[src/rtl/cu_pkg.sv]
// Shared definitions for the compute-unit host side: opcodes, instruction
// field positions, the scramble key and the issuer FSM states.
package cu_pkg;

  typedef enum logic [3:0] {
    OP_NOP  = 4'd0,
    OP_LOAD = 4'd1,
    OP_ADD  = 4'd2,
    OP_SUB  = 4'd3,
    OP_AND  = 4'd4,
    OP_OR   = 4'd5,
    OP_NOT  = 4'd6,
    OP_XOR  = 4'd7
  } opcode_e;

  localparam logic [15:0] SCRAMBLE_KEY = 16'hAAAF;

  localparam int OP_HI   = 15;
  localparam int OP_LO   = 12;
  localparam int TGT_HI  = 11;
  localparam int TGT_LO  = 8;
  localparam int SRC0_HI = 7;
  localparam int SRC0_LO = 4;
  localparam int SRC1_HI = 3;
  localparam int SRC1_LO = 0;
  localparam int IMM_HI  = 7;
  localparam int IMM_LO  = 0;

  typedef enum logic [1:0] {
    S_IDLE,
    S_ISSUE,
    S_DONE
  } state_e;

  // The compute unit XORs with the same key, so this both scrambles and descrambles.
  function automatic logic [15:0] scramble(input logic [15:0] instr, input logic [15:0] key);
    return instr ^ key;
  endfunction

endpackage

[src/rtl/cu_instr_issuer_if.sv]
// Host/compute-unit signal bundle of the instruction issuer; the issuer
// uses the slave view, the host controller and compute unit the master view.
interface cu_instr_issuer_if #(
  parameter int DEPTH = 8
);
  localparam int IW = (DEPTH > 1) ? $clog2(DEPTH) : 1;

  logic          wr_valid;
  logic [7:0]    wr_byte;
  logic          wr_ready;
  logic          start;
  logic [7:0]    cu_ui_in;
  logic [7:0]    cu_uio_in;
  logic          cu_ena;
  logic [7:0]    cu_result;
  logic          res_valid;
  logic [7:0]    res_data;
  logic [IW-1:0] res_index;
  logic          busy;
  logic          done;
  logic          err;

  modport slave (
    input  wr_valid, wr_byte, start, cu_result,
    output wr_ready, cu_ui_in, cu_uio_in, cu_ena,
           res_valid, res_data, res_index, busy, done, err
  );

  modport master (
    output wr_valid, wr_byte, start, cu_result,
    input  wr_ready, cu_ui_in, cu_uio_in, cu_ena,
           res_valid, res_data, res_index, busy, done, err
  );

endinterface

[src/rtl/cu_prog_buf.sv]
// Program buffer: pairs incoming bytes (high first) into 16-bit instructions
// and stores them in a DEPTH-entry array readable by index.
module cu_prog_buf #(
  parameter int DEPTH = 8,
  localparam int IW = (DEPTH > 1) ? $clog2(DEPTH) : 1
) (
  input  logic          clk,
  input  logic          rst,
  input  logic          wrEn_i,
  input  logic [7:0]    wrByte_i,
  input  logic          dropHi_i,
  input  logic          clear_i,
  input  logic [IW-1:0] rdIdx_i,
  output logic [15:0]   rdData_o,
  output logic [IW:0]   count_o,
  output logic          phaseLow_o
);

  logic [15:0] mem_q [DEPTH];
  logic [7:0]  hi_q;
  logic        phaseLow_q;
  logic [IW:0] count_q;

  always_ff @(posedge clk or posedge rst) begin
    if (rst) begin
      hi_q       <= '0;
      phaseLow_q <= 1'b0;
      count_q    <= '0;
    end else begin
      if (dropHi_i) begin
        phaseLow_q <= 1'b0;
      end else if (wrEn_i) begin
        if (!phaseLow_q) begin
          hi_q       <= wrByte_i;
          phaseLow_q <= 1'b1;
        end else begin
          phaseLow_q <= 1'b0;
          count_q    <= count_q + 1'b1;
        end
      end
      if (clear_i) begin
        count_q <= '0;
      end
    end
  end

  // Storage needs no reset: entries at or above count are never read.
  always_ff @(posedge clk) begin
    if (wrEn_i && phaseLow_q && !dropHi_i) begin
      mem_q[count_q[IW-1:0]] <= {hi_q, wrByte_i};
    end
  end

  assign rdData_o   = mem_q[rdIdx_i];
  assign count_o    = count_q;
  assign phaseLow_o = phaseLow_q;

endmodule

[src/rtl/cu_instr_issuer.sv]
// Issues a buffered program to the compute unit one scrambled instruction per
// slot of RESULT_LAT+1 cycles and captures each result at the end of its slot.
module cu_instr_issuer
  import cu_pkg::*;
#(
  parameter int          DEPTH      = 8,
  parameter int          RESULT_LAT = 2,
  parameter logic [15:0] SCRAMBLE   = SCRAMBLE_KEY
) (
  input logic              clk,
  input logic              rst,
  cu_instr_issuer_if.slave bus
);

  localparam int IW = (DEPTH > 1) ? $clog2(DEPTH) : 1;
  localparam int SW = $clog2(RESULT_LAT + 2);
  localparam logic [SW-1:0] SLOT_LAST = SW'(RESULT_LAT);
  localparam logic [15:0]   NOP_SCR   = scramble(16'h0000, SCRAMBLE);

  state_e        state_q;
  logic [IW-1:0] idx_q;
  logic [SW-1:0] slot_q;
  logic [15:0]   instr_q;
  logic          ena_q;
  logic          resValid_q;
  logic [7:0]    resData_q;
  logic [IW-1:0] resIndex_q;
  logic          busy_q;
  logic          done_q;
  logic          err_q;

  logic [15:0]   rdData;
  logic [IW:0]   count;
  logic          phaseLow;
  logic [IW-1:0] rdIdx;
  logic [15:0]   instr_d;
  logic          startAccept;
  logic          wrReady;
  logic          wrAccept;
  logic          wrDrop;
  logic          lastIdx;

  // A start in IDLE wins over a byte arriving in the same cycle; that byte is dropped.
  assign startAccept = bus.start && (state_q == S_IDLE);
  assign wrReady     = (state_q == S_IDLE) && (count < (IW+1)'(DEPTH));
  assign wrAccept    = bus.wr_valid && wrReady && !startAccept;
  assign wrDrop      = bus.wr_valid && !wrAccept;
  assign lastIdx     = ({1'b0, idx_q} == (count - 1'b1));
  assign rdIdx       = (state_q == S_ISSUE) ? idx_q + 1'b1 : '0;
  assign instr_d     = scramble(rdData, SCRAMBLE);

  cu_prog_buf #(
    .DEPTH(DEPTH)
  ) u_buf (
    .clk       (clk),
    .rst       (rst),
    .wrEn_i    (wrAccept),
    .wrByte_i  (bus.wr_byte),
    .dropHi_i  (startAccept && phaseLow),
    .clear_i   (state_q == S_DONE),
    .rdIdx_i   (rdIdx),
    .rdData_o  (rdData),
    .count_o   (count),
    .phaseLow_o(phaseLow)
  );

  always_ff @(posedge clk or posedge rst) begin
    if (rst) begin
      state_q    <= S_IDLE;
      idx_q      <= '0;
      slot_q     <= '0;
      instr_q    <= NOP_SCR;
      ena_q      <= 1'b0;
      resValid_q <= 1'b0;
      resData_q  <= '0;
      resIndex_q <= '0;
      busy_q     <= 1'b0;
      done_q     <= 1'b0;
      err_q      <= 1'b0;
    end else begin
      resValid_q <= 1'b0;
      done_q     <= 1'b0;
      if (wrDrop) begin
        err_q <= 1'b1;
      end
      case (state_q)
        S_IDLE: begin
          if (startAccept) begin
            err_q  <= phaseLow || wrDrop;
            idx_q  <= '0;
            slot_q <= '0;
            if (count != '0) begin
              state_q <= S_ISSUE;
              busy_q  <= 1'b1;
              ena_q   <= 1'b1;
              instr_q <= instr_d;
            end else begin
              state_q <= S_DONE;
            end
          end
        end
        // The slot's last edge both samples the result and presents the next instruction.
        S_ISSUE: begin
          if (slot_q == SLOT_LAST) begin
            slot_q     <= '0;
            resValid_q <= 1'b1;
            resData_q  <= bus.cu_result;
            resIndex_q <= idx_q;
            if (lastIdx) begin
              state_q <= S_DONE;
              busy_q  <= 1'b0;
            end else begin
              idx_q   <= idx_q + 1'b1;
              instr_q <= instr_d;
            end
          end else begin
            slot_q <= slot_q + 1'b1;
          end
        end
        S_DONE: begin
          done_q  <= 1'b1;
          ena_q   <= 1'b0;
          busy_q  <= 1'b0;
          instr_q <= NOP_SCR;
          state_q <= S_IDLE;
        end
        default: begin
          state_q <= S_IDLE;
        end
      endcase
    end
  end

  assign bus.wr_ready  = wrReady;
  assign bus.cu_ui_in  = instr_q[15:8];
  assign bus.cu_uio_in = instr_q[7:0];
  assign bus.cu_ena    = ena_q;
  assign bus.res_valid = resValid_q;
  assign bus.res_data  = resData_q;
  assign bus.res_index = resIndex_q;
  assign bus.busy      = busy_q;
  assign bus.done      = done_q;
  assign bus.err       = err_q;

endmodule

[src/flat_wrapper.sv]
// flat-port wrapper written by rule: the top's interface ports become plain ports
module cu_instr_issuer_flat import cu_pkg::*;
#(
  parameter int          DEPTH      = 8,
  parameter int          RESULT_LAT = 2,
  parameter logic [15:0] SCRAMBLE   = SCRAMBLE_KEY
)
  (clk, rst, bus_wr_valid, bus_wr_byte, bus_start, bus_cu_result, bus_wr_ready, bus_cu_ui_in, bus_cu_uio_in, bus_cu_ena, bus_res_valid, bus_res_data, bus_res_index, bus_busy, bus_done, bus_err);
  cu_instr_issuer_if #(.DEPTH(DEPTH)) bus_i ();
  input logic clk;
  input logic rst;
  input wire logic [$bits(bus_i.wr_valid)-1:0] bus_wr_valid;
  input wire logic [$bits(bus_i.wr_byte)-1:0] bus_wr_byte;
  input wire logic [$bits(bus_i.start)-1:0] bus_start;
  input wire logic [$bits(bus_i.cu_result)-1:0] bus_cu_result;
  output wire logic [$bits(bus_i.wr_ready)-1:0] bus_wr_ready;
  output wire logic [$bits(bus_i.cu_ui_in)-1:0] bus_cu_ui_in;
  output wire logic [$bits(bus_i.cu_uio_in)-1:0] bus_cu_uio_in;
  output wire logic [$bits(bus_i.cu_ena)-1:0] bus_cu_ena;
  output wire logic [$bits(bus_i.res_valid)-1:0] bus_res_valid;
  output wire logic [$bits(bus_i.res_data)-1:0] bus_res_data;
  output wire logic [$bits(bus_i.res_index)-1:0] bus_res_index;
  output wire logic [$bits(bus_i.busy)-1:0] bus_busy;
  output wire logic [$bits(bus_i.done)-1:0] bus_done;
  output wire logic [$bits(bus_i.err)-1:0] bus_err;
  assign bus_i.wr_valid = bus_wr_valid;
  assign bus_i.wr_byte = bus_wr_byte;
  assign bus_i.start = bus_start;
  assign bus_i.cu_result = bus_cu_result;
  assign bus_wr_ready = bus_i.wr_ready;
  assign bus_cu_ui_in = bus_i.cu_ui_in;
  assign bus_cu_uio_in = bus_i.cu_uio_in;
  assign bus_cu_ena = bus_i.cu_ena;
  assign bus_res_valid = bus_i.res_valid;
  assign bus_res_data = bus_i.res_data;
  assign bus_res_index = bus_i.res_index;
  assign bus_busy = bus_i.busy;
  assign bus_done = bus_i.done;
  assign bus_err = bus_i.err;
  cu_instr_issuer #(.DEPTH(DEPTH), .RESULT_LAT(RESULT_LAT), .SCRAMBLE(SCRAMBLE)) u_core (.clk(clk), .rst(rst), .bus(bus_i));
endmodule
[config.mk]
export PLATFORM = sky130hd
export DESIGN_NAME = cu_instr_issuer_flat
export DESIGN_NICKNAME = d
export VERILOG_FILES = /design/src/rtl/cu_pkg.sv /design/src/rtl/cu_instr_issuer_if.sv /design/src/rtl/cu_prog_buf.sv /design/src/rtl/cu_instr_issuer.sv /design/src/flat_wrapper.sv
export SDC_FILE = /design/constraint.sdc
export NUM_CORES = 1
export LEC_CHECK = 0
export CAP_MARGIN = 20
export CORE_UTILIZATION = 40
export DETAILED_ROUTE_END_ITERATION = 8
export MAX_ROUTING_LAYER = met4
export PLACE_DENSITY_LB_ADDON = 0.3
export SKIP_CTS_REPAIR_TIMING = 1
export SKIP_LAST_GASP = 1
export SYNTH_ARGS = -nofsm -noshare
export SYNTH_HDL_FRONTEND = slang
export SYNTH_SLANG_ARGS = --single-unit
export TNS_END_PERCENT = 20
[constraint.sdc]
create_clock -name clk -period 6.5 [get_ports clk]
set_input_delay 1.3 -clock clk [delete_from_list [all_inputs] [get_ports clk]]
set_output_delay 1.3 -clock clk [all_outputs]
set_load 0.01 [all_outputs]
==> reports/metrics.csv <==
stage;metric;value;unit
run_status;outcome;finished, final reports clean;
cells_and_area;share of cells above drive strength 1;0.140;
detailed_routing;drt pass-1 iters;4;
global_routing;wire length of the first global-routing pass;24600;um
detailed_routing;average wire per standard cell;19.4;um
sta;Max Freq;304;MHz
cts;Clk Latency, worst-skew pair;0.43;ns
sta;Slew @ Worst Pin;0.972;ns
setup_path;Crit Reg-Reg Endpoint;u_core.instr_q[4]$_DFFE_PP0P_;
setup_path;critical path's largest stage delay;0.54;ns
synth;Ys Warns;0;
synth;Synth Cell Area;0.00735;sq mm
detailed_routing;Via-to-Cell Ratio;5.43;
floorplanning;CORE AREA;0.0180;sq mm
floorplanning;Row Count;49;
flow_run;Max-Cap Viols;0;
cts;clk buf depth;2;
sta;period utilization;0.505;
power_and_ir_drop;Power Dens Cells;271;mW/mm^2
synth;Syn Inst Count;536;
placed_design;GP Congestion;0.823;
floorplanning;Initial Util;0.409;
setup_path;slowest cell on the critical path;clkdlybuf4s50_1;
power_and_ir_drop;VDD IR max;0.000209;V
sta;RSZ-0062 raised after global routing;no;
detailed_routing;Final ANT Viol Nets;0;
global_routing;initial antenna violation count;0;
cts;Reg clk slew, reported paths;0.06;ns
floorplanning;I/O pins;53;
floorplanning;Die H;138;um
cells_and_area;ant diodes;0;
synth;asr flop ratio synth;0.289;
synth;Yosys reg bits;180;
global_routing;Total Routing Usage GR;0.187;
global_routing;vias in the first global route;4375;
global_routing;Overflow after GRT;0;
placed_design;pre-CTS setup slack;2.94;ns
setup_path;R2R depth;8;
sta;TNS Setup;0;ns
power_and_ir_drop;Design Power;2.37;mW
cts;H-tree depth;4;
placed_design;Placed Instance Area;0.00812;sq mm
synth;post-synthesis sequential area ratio;0.702;
synth;predominant post-synthesis flop cell;edfxtp_1;
sta;Max-slew headroom;0.352;
setup_path;Critical Path AT;1.99;ns
setup_path;crit path max fanout;10;
setup_path;r2r startpoint;u_core.state_q[1]$_DFFE_PP0P_;
synth;Synthesized Nets;564;
cts;CTS tree;built;
floorplanning;die width;138;um
detailed_routing;Detailed Route Iter0 Violations;299;
detailed_routing;DRC Markers;0;
sta;minimum clock period after layout;3.29;ns
setup_path;CP Cell Sequence;inv_1 -> ha_1 -> nor2b_1 -> clkdlybuf4s50_1;
global_routing;largest net degree at the start of global routing;53;
detailed_routing;vias;4509;
setup_path;Worst Setup Start Kind;flip-flop;
cells_and_area;Final nets;616;
setup_path;WS Path Type;reg -> out;
sta;Slew Viols, Final;0;
cts;TritonCTS Buffers;17;
placed_design;I/O Buffers;52;
power_and_ir_drop;LEAKAGE;3.24;nW
worst_hold_path;Hold Path Class;reg -> reg;
cts;root buffer cell;clkbuf_16;
setup_path;Worst Setup SP;u_core.state_q[0]$_DFFE_PP0P_;
synth;Post-synth EDFFs;128;
setup_path;Worst EP required;5.20;ns
detailed_routing;Detailed Route WL;16100;um
cts;# clock sinks;180;
sta;setup ws final;3.21;ns
setup_path;Critical path destination;bus_wr_ready;
sta;Setup Skew;0.00630;ns
floorplanning;area of the die;0.0189;sq mm
cells_and_area;post-route cell area;0.00877;sq mm
placed_design;Final HPWL DP;9960;um
setup_path;r2r setup slk;3.33;ns
sta;Setup Viol. Count Final;0;
synth;Distinct cells, synth;44;
cells_and_area;Layout area overhead;19.4;%
synth;Syn Area/Cell;13.7;sq um
sta;final hold violation count;0;
setup_path;CP Capture Type;output pin;
-- where the power goes --
group | internal [mW] | total (mW) | switching, mW
registers | 1.23 | 1.23 | 0.00108
logic | 0.0169 | 0.0360 | 0.0191
clock network | 0.688 | 1.11 | 0.421
-- critical path, delay by kind of cell, from the launching register on --
kind / cells / cell delay [ns]
DFF: 1 / 0.41
and+or+nand+nor: 1 / 0.17
buffers and inverters: 2 / 0.65
adders and majority gates: 1 / 0.33
-- cells in the final DEF, fill, tap and decap left out, types with 11 or more instances in the layout --
cell / n
a211oi_1: 32
a21oi_1: 23
a311oi_1: 16
a31oi_1: 16
and2_1: 32
buf_4: 15
clkbuf_16: 17
clkdlybuf4s50_1: 52
dfrtp_1: 42
edfxtp_1: 128
inv_1: 15
mux2_2: 17
nand2_1: 83
nor2_1: 12
o22a_1: 11
-- metrics by stage --
step,instances,utilization,hold WS (ns)
2_1_floorplan,536,-,0.482
3_3_place_gp,798,0.452,0.467
3_5_place_dp,798,0.452,0.472
4_1_cts,830,0.488,0.485
5_1_grt,830,0.488,0.518
6_report,830,0.488,0.485
-- cells in the mapped netlist, types with 6 or more instances --
cell type / count / area [sq um]
o21ai_0: 6 / 30.0
o22ai_1: 6 / 37.5
nor2_1: 12 / 45.0
ha_1: 8 / 100
dfrtp_1: 42 / 1050
clkbuf_1: 25 / 93.8
and2_1: 32 / 200
a31oi_1: 16 / 100
o22a_1: 11 / 96.3
inv_1: 16 / 60.1
a21oi_1: 23 / 115
a311oi_1: 16 / 140
mux2_2: 17 / 191
dfstp_2: 10 / 263
nand2_1: 84 / 315
edfxtp_1: 128 / 3840
a211oi_1: 32 / 240
-- logic make-up after synthesis --
kind of cell | count (synthesis) | synth area share
flops | 180 | 0.702
simple gates | 148 | 0.0964
mux | 20 | 0.0301
fa+ha+maj | 8 | 0.0136
xor+xnor | 6 | 0.00715
compound gates | 123 | 0.120
buf+inv | 51 | 0.0310
-- registers in the layout, indices dropped and copies added, names as in the netlist --
| register | cells |
|---|---|
| u_core.u_buf.count_o | 4 |
| u_core.bus.busy | 1 |
| u_core.u_buf.mem_q | 128 |
| u_core.u_buf.hi_q | 8 |
| u_core.bus.done | 1 |
| u_core.bus.res_data | 8 |
| u_core.bus.cu_ena | 1 |
| u_core.u_buf.phaseLow_o | 1 |
| u_core.slot_q | 2 |
| u_core.instr_q | 16 |
| u_core.bus.res_valid | 1 |
| u_core.state_q | 2 |
| u_core.bus.err | 1 |
| u_core.bus.res_index | 3 |
| u_core.idx_q | 3 |
-- layout make-up --
type,count,area [sq um]
clock inverter,10,168
multi-input combinational,305,1980
clock buffer,22,484
fill,1514,9190
timing repair buffer,67,633
tap,229,287
inverter,17,63.8
sequential,180,5160
-- metal layers --
layer / global-route usage / routed length (um) / vias to the layer above
li1: - / - / 2097
met1: 0.253 / 7390 / 2256
met2: 0.276 / 7420 / 139
met3: 0.0471 / 1060 / 17
met4: 0.0592 / 225 / 0
met5: - / 0 / -
-- how the worst min path moves through the flow --
stage,from,endpoint,slack (ns),cells past startpoint
6_report,u_core.bus.res_index[0]$_DFFE_PP0P_,u_core.bus.res_index[0]$_DFFE_PP0P_,0.48,2
2_1_floorplan,u_core.slot_q[1]$_DFFE_PP0P_,u_core.slot_q[0]$_DFFE_PP0P_,0.48,1
4_1_cts,u_core.bus.res_index[0]$_DFFE_PP0P_,u_core.bus.res_index[0]$_DFFE_PP0P_,0.49,2
3_5_place_dp,u_core.bus.res_index[0]$_DFFE_PP0P_,u_core.bus.res_index[0]$_DFFE_PP0P_,0.47,2
3_3_place_gp,u_core.bus.res_index[0]$_DFFE_PP0P_,u_core.bus.res_index[0]$_DFFE_PP0P_,0.47,2
5_1_grt,u_core.bus.res_data[5]$_DFFE_PP0P_,u_core.bus.res_data[5]$_DFFE_PP0P_,0.52,1
No activity file was read; power rests on OpenSTA's default activity.
